==> src/rtl/bin2bcd_seq.sv <==
// bin2bcd_seq: converts a 16-bit unsigned value to five packed BCD digits,
// one double-dabble iteration per clock, with a start/busy/done handshake.
`default_nettype none

module bin2bcd_seq (
  input  logic        clk,
  input  logic        rst,
  input  logic        start,
  input  logic [15:0] din,
  output logic        busy,
  output logic        done,
  output logic [19:0] bcd
);

  typedef enum logic [0:0] {
    IDLE  = 1'b0,
    SHIFT = 1'b1
  } state_t;

  state_t      state, state_n;
  logic [35:0] work, work_n;   // {digits[19:0], bin[15:0]}
  logic [4:0]  cnt, cnt_n;
  logic [19:0] bcd_n;
  logic        done_n;

  logic [19:0] adj;
  logic [35:0] shifted;

  // Add-3 correction on every digit in parallel, ahead of the shift.
  generate
    for (genvar g = 0; g < 5; g++) begin : g_adj
      assign adj[4*g +: 4] = (work[16 + 4*g +: 4] >= 4'd5) ?
                             (work[16 + 4*g +: 4] + 4'd3) :
                              work[16 + 4*g +: 4];
    end
  endgenerate

  assign shifted = {adj[18:0], work[15:0], 1'b0};

  always_comb begin
    state_n = state;
    work_n  = work;
    cnt_n   = cnt;
    bcd_n   = bcd;
    done_n  = 1'b0;
    case (state)
      IDLE: begin
        if (start) begin
          work_n  = {20'h00000, din};
          cnt_n   = 5'd16;
          state_n = SHIFT;
        end
      end
      SHIFT: begin
        work_n = shifted;
        cnt_n  = cnt - 5'd1;
        // Last iteration: the freshly shifted digits are the result.
        if (cnt == 5'd1) begin
          bcd_n   = shifted[35:16];
          done_n  = 1'b1;
          state_n = IDLE;
        end
      end
      default: state_n = IDLE;
    endcase
  end

  always_ff @(posedge clk or posedge rst) begin
    if (rst) begin
      state <= IDLE;
      work  <= 36'd0;
      cnt   <= 5'd0;
      bcd   <= 20'h00000;
      done  <= 1'b0;
      busy  <= 1'b0;
    end else begin
      state <= state_n;
      work  <= work_n;
      cnt   <= cnt_n;
      bcd   <= bcd_n;
      done  <= done_n;
      busy  <= (state_n == SHIFT);
    end
  end

endmodule

`default_nettype wire

==> config.mk <==
export PLATFORM = sky130hd
export DESIGN_NAME = bin2bcd_seq
export DESIGN_NICKNAME = d
export VERILOG_FILES = /design/src/rtl/bin2bcd_seq.sv
export SDC_FILE = /design/constraint.sdc
export NUM_CORES = 1
export LEC_CHECK = 0
export ABC_AREA = 1
export CORE_MARGIN = 1.5
export CORE_UTILIZATION = 35
export CTS_CLUSTER_SIZE = 20
export DETAILED_ROUTE_END_ITERATION = 10
export HOLD_SLACK_MARGIN = 0.05
export PLACE_DENSITY = 0.6
export SYNTH_ARGS = -nofsm -noshare
export SYNTH_HDL_FRONTEND = slang
export SYNTH_SLANG_ARGS = --single-unit
export TNS_END_PERCENT = 1
==> constraint.sdc <==
create_clock -name clk -period 2.5 [get_ports clk]
set_input_delay 0.5 -clock clk [delete_from_list [all_inputs] [get_ports clk]]
set_output_delay 0.5 -clock clk [all_outputs]
set_load 0.01 [all_outputs]
==> results of run 1 <==
[per-stage QoR]
stage | setup slack [ns] | utilization, % | instances
after floorplan | 0.430 | - | 379
after global placement | 0.794 | 41.4 | 520
after detailed placement | 0.769 | 41.4 | 520
after CTS | 0.674 | 43.7 | 535
after global routing | 0.635 | 43.7 | 535
final | 0.702 | 43.7 | 535
[worst paths after layout]
| kind | depth (start not counted) | from | to | slack, ns |
|---|---|---|---|---|
| hold / removal | 2 | bcd[15] | bcd[15] | 0.48 |
| max in group asynchronous | 3 | rst | work[26] | 1.69 |
| hold reg to reg | 2 | bcd[15] | bcd[15] | 0.48 |
| setup / recovery | 1 | state | busy | 0.70 |
| min in group asynchronous | 3 | rst | bcd[19] | 0.53 |
| setup reg to reg | 6 | state | bcd[0] | 0.87 |
[layout by cell type (no fill, tap or decap), drive strengths merged]
master         netlist  final
o211ai               3      3
clkdlybuf4s50        0     40
o21ai               15     15
buf                 13      6
nand3               53     53
a22o                 1      1
o22ai                2      2
bufinv               0      1
a21boi               5      5
clkbuf               0     11
nor2                 5      5
dfrtp               63     63
inv                 36     36
nand4               10     10
nand2              161    161
clkinv               0      3
ha                  12     12
[per-layer routing]
metal  global-route usage (%)  routed length [microns]  share of wire, %  vias up
met5                        0                        0                 0        -
met4                     7.80                      130               2.0        0
met3                     4.17                      350               5.3       14
met2                     25.3                     3060                46       74
met1                     18.6                     3120                47     1226
li1                         -                        -                 -     1302
[worst register-to-register path: cells and delay by family (launching register included)]
family / cells / cell delay, ns
AOI/OAI and AO/OA: 1 / 0.05
DFF: 1 / 0.37
and+or+nand+nor: 3 / 0.55
buffers and inverters: 2 / 0.54
[cell type report]
class / instances / area [sq um]
fillers: 891 / 4860
flip-flops and latches: 63 / 1580
multi-input cells: 267 / 1270
repair buffers: 46 / 458
clock buffers: 11 / 151
inverters: 36 / 135
well taps: 108 / 135
clock inverters: 4 / 45.0
[where the power goes]
part	switching (mW)	total, mW	leakage [nW]	internal, mW
Combinational	1.32	2.27	1.02	0.948
Clock	0.385	0.889	0.105	0.504
Sequential	0.318	1.82	0.782	1.50
Total	2.03	4.98	1.91	2.96
[cell families (layout without fill, tap and decap cells)]
group / Yosys count / after routing / synth area share, %
fa+ha+maj: 12 / 12 / 4.85
buf+inv: 49 / 97 / 8.00
compound gates: 26 / 26 / 5.17
flops: 63 / 63 / 50.9
simple gates: 229 / 229 / 31.1
[registers in the layout, summed over array words and instances (netlist names)]
name,cells
bcd,20
done,1
work,36
cnt,5
state,1
==> results.md, run 1 <==
* TNS Setup at 0 ns
* Max frequency at 0.556 GHz
* CTS tree: yes
* Skew-Pair Late Insertion Delay at ~0.35 ns
* Top-count cell post-synth: nand2_1
* Number of synthesized register bits at 63
* Seq/Total Area, Yosys at 50.9%
* Drt pass-1 iters at 4
* Die height at 97.1 microns
* Net count after synthesis at between 400 and 500
* Routed Wire Length at 6660 microns
* Skew final at 0.00771 ns
* Worst path max stage delay at 0.58 ns
* Crit. End Element: output pin
* Fin area at approximately 3800 sq um
* Die Wd at between 90 and 100 microns
* H-tree depth at 3
* Initial antenna violation count at 0
* Share of layout cells above drive strength 1 at under 10%
* CP top delay family: buffers and inverters
* Top cells by area, synth: dfrtp_1 51%, nand2_1 20%, nand3_1 8.6%, ha_1 4.8%, inv_1 4.0%
* Worst Tran Pin Value at 0.487 ns
* I/O pin cnt at roughly 40
* Maximum clock insertion buffer count at 2
* Grt total ovfl at 0
* Worst EP arrival at roughly 1.3 ns
* Detail Placement HPWL at between 4000 and 5000 microns
* Worst min-delay path category: reg2reg
* Hold Buf Count CTS at 0
* CTS clk-pin slew, worst paths at roughly 0.070 ns
* Root Driver: clkbuf_8
* Port bufs at 40
* DRC at 0
* Total die area at ~9400 sq um
* Syn. warnings at 0
* Vias in the first global route at 2688
* Top cell type by total area after synthesis: dfrtp_1
* Power Density at between 1000 and 1500 nW/um^2
* Max cap viols at 0
* Vias post-DR at between 2000 and 3000
* Mean Syn Cell Area at approximately 8.2 sq um
* Synth cell count leaders: 161 x nand2_1, 63 x dfrtp_1, 53 x nand3_1, 33 x inv_1, 14 x o21ai_0
* Largest net degree at the start of global routing at between 60 and 70
* Number of synthesized flops with an enable pin at 0
* Vias per cell at around 4.9
* Pleak at roughly 1.9 nW
* Worst path cell trace: clkdlybuf4s50_1
* Min Tclk post-route at 1.80 ns
* Cell Area, Synth at ~3100 sq um
* Core area at approximately 8600 sq um
* Setup bufs post-CTS at 0
* WL/cell at between 10 and 15 microns
* Final ANT Viol Nets at 0
* Power consumption at 4.98 mW
* Final setup viols at 0
* Yosys top cell area share at 50.9%
* Total GRT Usage at between 15 and 20%
* Async SR Flop Fraction at between 90% and 100%
* Clock sink count at 63
* Max-slew violations at 0
* Placed cell area at about 3600 sq um
* Fin. Hold Viols at 0
* Outcome: complete, no violations
* Initial DRC count at about 170
* Post-CTS sizing at 0
* Critical path class: reg2out
* Primary FF master, synth: dfrtp_1
* Area Growth Syn to Fin at 21.8%
* Startpoint Class: flip-flop
* Cells after Synth at ~380
* Initial Utilization at ~36%
* Relative slew slack at 67.5%
* RSZ-0062 raised after global routing: false
* Final period util at a little under three quarters
* Global-route wire length before repair at between 10000 and 15000 microns
* Row count at 34
* RD Place Congestion at around 0.87
* Unique masters post-synth at 19
* Num CTS Buffers at 9
* Bufs and invs on worst path at 1
* Hold_ws at around 0.48 ns
* Peak VDD IR at just under 0.5 mV
* Final net count at around 450
* Critical path's slowest cell: clkdlybuf4s50_1
* Worst path required time at 2.00 ns
* Max Fanout on Critical Path at 3
* Ant. Diodes at 0
Note: power is estimated with default switching activity, not from simulation.
==> inputs of run 2 (changes only) <==
==> constraint.sdc (replaced) <==
create_clock -name clk -period 1.85 [get_ports clk]
set_input_delay 0.37 -clock clk [delete_from_list [all_inputs] [get_ports clk]]
set_output_delay 0.37 -clock clk [all_outputs]
set_load 0.01 [all_outputs]
==> run 2 against run 1 <==
Die area did not move. Global-route usage fell by 0.094 points. Count of clock-buffer cells in the layout did not move. Wire length rose by 2.9%. Flip-flop and latch count did not move. Design area rose by 1.1%.
==> results.md, run 2 (synthesis gave the netlist of run 1 again) <==
* Outcome: complete, no violations
* Drt pass-1 iters at 4
* Area Growth Syn to Fin at 23.2%
* Ant. Diodes at 0
* Worst R2R Setup Slack at 0.39 ns
* Final ANT Viol Nets at 0
* H-tree depth at 3
* Final net count at ~460
* Worst path cell trace: clkdlybuf4s50_1
* Post-Place Setup Slack at about 0.3 ns
* Routed Wire Length at just under 7000 microns
* Power consumption at a little under 7 mW
* Gr busiest metal: met2
* Met1 Resource Use GR at 20.1%
* Initial DRC count at about 110
* I/O pin cnt at 41
* Worst Tran Pin Value at ~0.38 ns
* Largest net degree at the start of global routing at between 60 and 70
* Die height at around 97 microns
* Placed cell area at ~3600 sq um
* Num CTS Buffers at 9
* Global-route wire length before repair at around 12000 microns
* Max frequency at approximately 0.58 GHz
* CTS tree: yes
* Worst EP arrival at 1.35 ns
* Clock sink count at 63
* Post-CTS sizing at 0
* Max Fanout on Critical Path at 5
* Multi-input logic area at 1270 sq um
* Max-slew violations at 0
* Power Density at roughly 1800 nW/um^2
* Total die area at about 9400 sq um
* Max cap viols at 0
* GR Util met2 at 24.3%
* Largest regs: work: 36 flops, bcd: 20 flops, cnt: 5 flops
* FILL cells at just under 900
* TNS Setup at 0 ns
* Relative slew slack at around 75%
* Total GRT Usage at 15.3%
* Hold Buf Count CTS at 0
* Setup bufs post-CTS at 0
* Min Tclk post-route at roughly 1.7 ns
* Maximum clock insertion buffer count at 2
* Grt total ovfl at 0
* Final period util at just over 90%
* Root Driver: clkbuf_8
* Share of layout cells above drive strength 1 at 7.42%
* PnR worst setup slack at ~0.13 ns
* RSZ-0062 raised after global routing: false
* Pleak at ~1.9 nW
* RR Endpoint: work[0]
* Most frequent cells in the layout: 161 x nand2_1, 63 x dfrtp_1, 53 x nand3_1
* Crit. End Element: output pin
* CP top delay family: buffers and inverters
* Worst path max stage delay at 0.57 ns
* Hold_ws at roughly 0.44 ns
* Commonest non-fill, non-tap cell in the layout: nand2_1
* Critical path class: reg2out
* Met3 usage at 3.24%
* R2R depth at 6
* Peak VDD IR at between 0.6 and 0.7 mV
* Largest register FFs at 36
* Vias per cell at 4.84
* RD Place Congestion at 0.808
* Worst path required time at 1.48 ns
* Placed Cells at approximately 520
* Core area at 8640 sq um
* Port bufs at 40
* WL/cell at about 13 microns
* Seq. cell area at roughly 1600 sq um
* R2r startpoint: state
* Fin area at between 3000 and 4000 sq um
* Util after Layout at 44.2%
* Vias post-DR at 2611
* Startpoint Class: flip-flop
* Skew final at ~0.0084 ns
* Die Wd at 97.1 microns
* Initial antenna violation count at 0
* Row count at 34
* Biggest register: work
* Detail Placement HPWL at 4680 microns
* Bufs and invs on worst path at 1
* Fin. Hold Viols at 0
* Final Non-Filler Cells at between 500 and 600
* Final setup viols at 0
* Initial Utilization at 35.9%
* CTS clk-pin slew, worst paths at ~0.070 ns
* Vias in the first global route at about 2600
* Critical path's slowest cell: clkdlybuf4s50_1
* Skew-Pair Late Insertion Delay at 0.35 ns
* DRC at 0
* Worst min-delay path category: in2async
==> run 2: layout make-up <==
| type | instances | area share [%] |
|---|---|---|
| multi-input combinational | 267 | 33.4 |
| sequential | 63 | 41.3 |
| timing repair buffer | 49 | 12.9 |
| clock buffer | 11 | 3.70 |
| tap | 108 | 3.54 |
| inverter | 36 | 3.64 |
| clock inverter | 5 | 1.51 |
==> run 2: routing by layer <==
metal  vias up  part of all wire (%)
met4         0                   1.3
met1      1241                    46
met3         9                   4.8
li1       1303                     -
met5         -                     0
met2        58                    48
==> run 2: report_power, final <==
| part | total [mW] | internal, mW | switching, mW |
|---|---|---|---|
| logic | 3.11 | 1.32 | 1.79 |
| clock network | 1.22 | 0.659 | 0.561 |
| registers | 2.48 | 2.03 | 0.450 |
==> run 2: worst max path at each step <==
stage          startpoint      end  slack (ns)  cells after the start
2_1_floorplan    work[24]  bcd[10]        0.67                      8
3_3_place_gp        start  work[0]        0.33                      6
3_5_place_dp        start  work[0]        0.29                      6
4_1_cts             state     busy        0.11                      1
5_1_grt             state     busy        0.07                      1
6_report            state     busy        0.13                      1
==> inputs of run 3 (changes only) <==
--- a/config.mk
+++ b/config.mk
@@ -7,11 +7,11 @@
 export LEC_CHECK = 0
 export ABC_AREA = 1
 export CORE_MARGIN = 1.5
-export CORE_UTILIZATION = 35
+export CORE_UTILIZATION = 40
 export CTS_CLUSTER_SIZE = 20
 export DETAILED_ROUTE_END_ITERATION = 10
 export HOLD_SLACK_MARGIN = 0.05
-export PLACE_DENSITY = 0.6
+export PLACE_DENSITY = 0.66
 export SYNTH_ARGS = -nofsm -noshare
 export SYNTH_HDL_FRONTEND = slang
 export SYNTH_SLANG_ARGS = --single-unit
==> run 3 against run 2 <==
Critical endpoint unchanged. Design area decreased by 0.39%. Combinational power decreased by 3%. Die area decreased by 12%. Largest cell class unchanged.
==> results.md, run 3 (synthesis gave the netlist of run 1 again) <==
* Most frequent cells in the layout: 161 x nand2_1, 62 x dfrtp_1, 53 x nand3_1
* Worst EP arrival at between 1 and 1.5 ns
* I/O pin cnt at 41
* Clock sink count at 63
* Vias post-DR at about 2600
* CP top delay family: buffers and inverters
* Final period util at just over 90%
* Skew-Pair Late Insertion Delay at around 0.33 ns
* RD Place Congestion at 0.865
* Total GRT Usage at about 17%
* RSZ-0062 raised after global routing: false
* Largest net degree at the start of global routing at 64
* Critical path class: reg2out
* Final setup viols at 0
* Largest regs: work: 36 flops, bcd: 20 flops, cnt: 5 flops
* Placed Cells at between 500 and 600
* Biggest register: work
* Skew final at between 0.006 and 0.007 ns
* Detail Placement HPWL at ~4400 microns
* Max Fanout on Critical Path at 8
* Commonest non-fill, non-tap cell in the layout: nand2_1
* Pleak at around 1.9 nW
* Largest register FFs at 36
* Fin. Hold Viols at 0
* TNS Setup at 0 ns
* DRC at 0
* Drt pass-1 iters at 4
* Ant. Diodes at 0
* Critical path's slowest cell: clkdlybuf4s50_1
* Max frequency at 0.587 GHz
* Initial DRC count at 167
* Max cap viols at 0
* Relative slew slack at 76.6%
* Maximum clock insertion buffer count at 2
* Total die area at approximately 8300 sq um
* Hold_ws at approximately 0.45 ns
* Worst path cell trace: clkdlybuf4s50_1
* Root Driver: clkbuf_8
* Global-route wire length before repair at around 11000 microns
* Peak VDD IR at roughly 0.63 mV
* WL/cell at 12.1 microns
* Outcome: complete, no violations
* CTS clk-pin slew, worst paths at 0.07 ns
* Max-slew violations at 0
* Worst path required time at about 1.5 ns
* Grt total ovfl at 0
* Worst min-delay path category: in2async
* Min Tclk post-route at around 1.7 ns
* Crit. End Element: output pin
* Die height at ~91 microns
* Worst path max stage delay at around 0.56 ns
* Hold Buf Count CTS at 0
* Die Wd at slightly above 90 microns
* Routed Wire Length at 6370 microns
* Bufs and invs on worst path at 1
* Area Growth Syn to Fin at 22.7%
* Final ANT Viol Nets at 0
* Port bufs at 40
* Core area at around 7400 sq um
* Worst Tran Pin Value at 0.351 ns
* CTS tree: yes
* Startpoint Class: flip-flop
* Final net count at roughly 460
* Num CTS Buffers at 9
* Vias in the first global route at around 2600
* Initial antenna violation count at 0
* Power Density at ~1800 nW/um^2
* Vias per cell at around 4.9
* H-tree depth at 3
* Final Non-Filler Cells at 528
* Row count at 31
* Power consumption at ~6.7 mW
* Share of layout cells above drive strength 1 at about 7.2%
* Initial Utilization at between 40% and 50%
## run 3: cell types whose count changed in the layout (fill, tap and decap cells not counted), sizes merged
cell,change
buf,-2
clkinv,-2
clkbuf,+2
## run 3: final timing paths
path,to,cells after the start,startpoint,slack [ns]
worst max-delay path,busy,1,state,0.15
worst min-delay path,cnt[2],3,rst,0.45
worst max register to register,bcd[0],7,cnt[1],0.33
worst min register to register,bcd[15],2,bcd[15],0.48
max in group asynchronous,state,3,rst,1.11
min in group clk,bcd[15],2,bcd[15],0.48
## run 3: final cells by class
| class | instances | area (sq um) |
|---|---|---|
| fill | 703 | 3570 |
| sequential | 63 | 1580 |
| multi-input combinational | 267 | 1270 |
| timing repair buffer | 47 | 478 |
| clock buffer | 13 | 169 |
| inverter | 36 | 139 |
| tap | 99 | 124 |
| clock inverter | 3 | 40.0 |
## run 3: routing by layer
metal  routed length [microns]  track usage (%)
met5                         0                0
met4                        44             4.56
met3                       277             5.44
met2                      3010             27.9
met1                      3030             21.4
## run 3: what timing repair did
action / in CTS / in global routing
endpoints found under the setup margin: 0 / 1
setup buffers: 0 / 0
gates resized for setup: 0 / 1
## run 3: through the flow
stage	area [sq um]	util, %	setup slack [ns]
after detailed placement	3590	48.7	0.304
after global routing	3800	51.6	0.0864
final	3800	51.6	0.147
after floorplan	3100	-	0.671
after global placement	3590	48.7	0.364
after CTS	3800	51.6	0.0496
## run 3: where the power goes
group	switching [mW]	internal (mW)
registers	0.451	2.03
clock network	0.509	0.729
logic	1.73	1.30
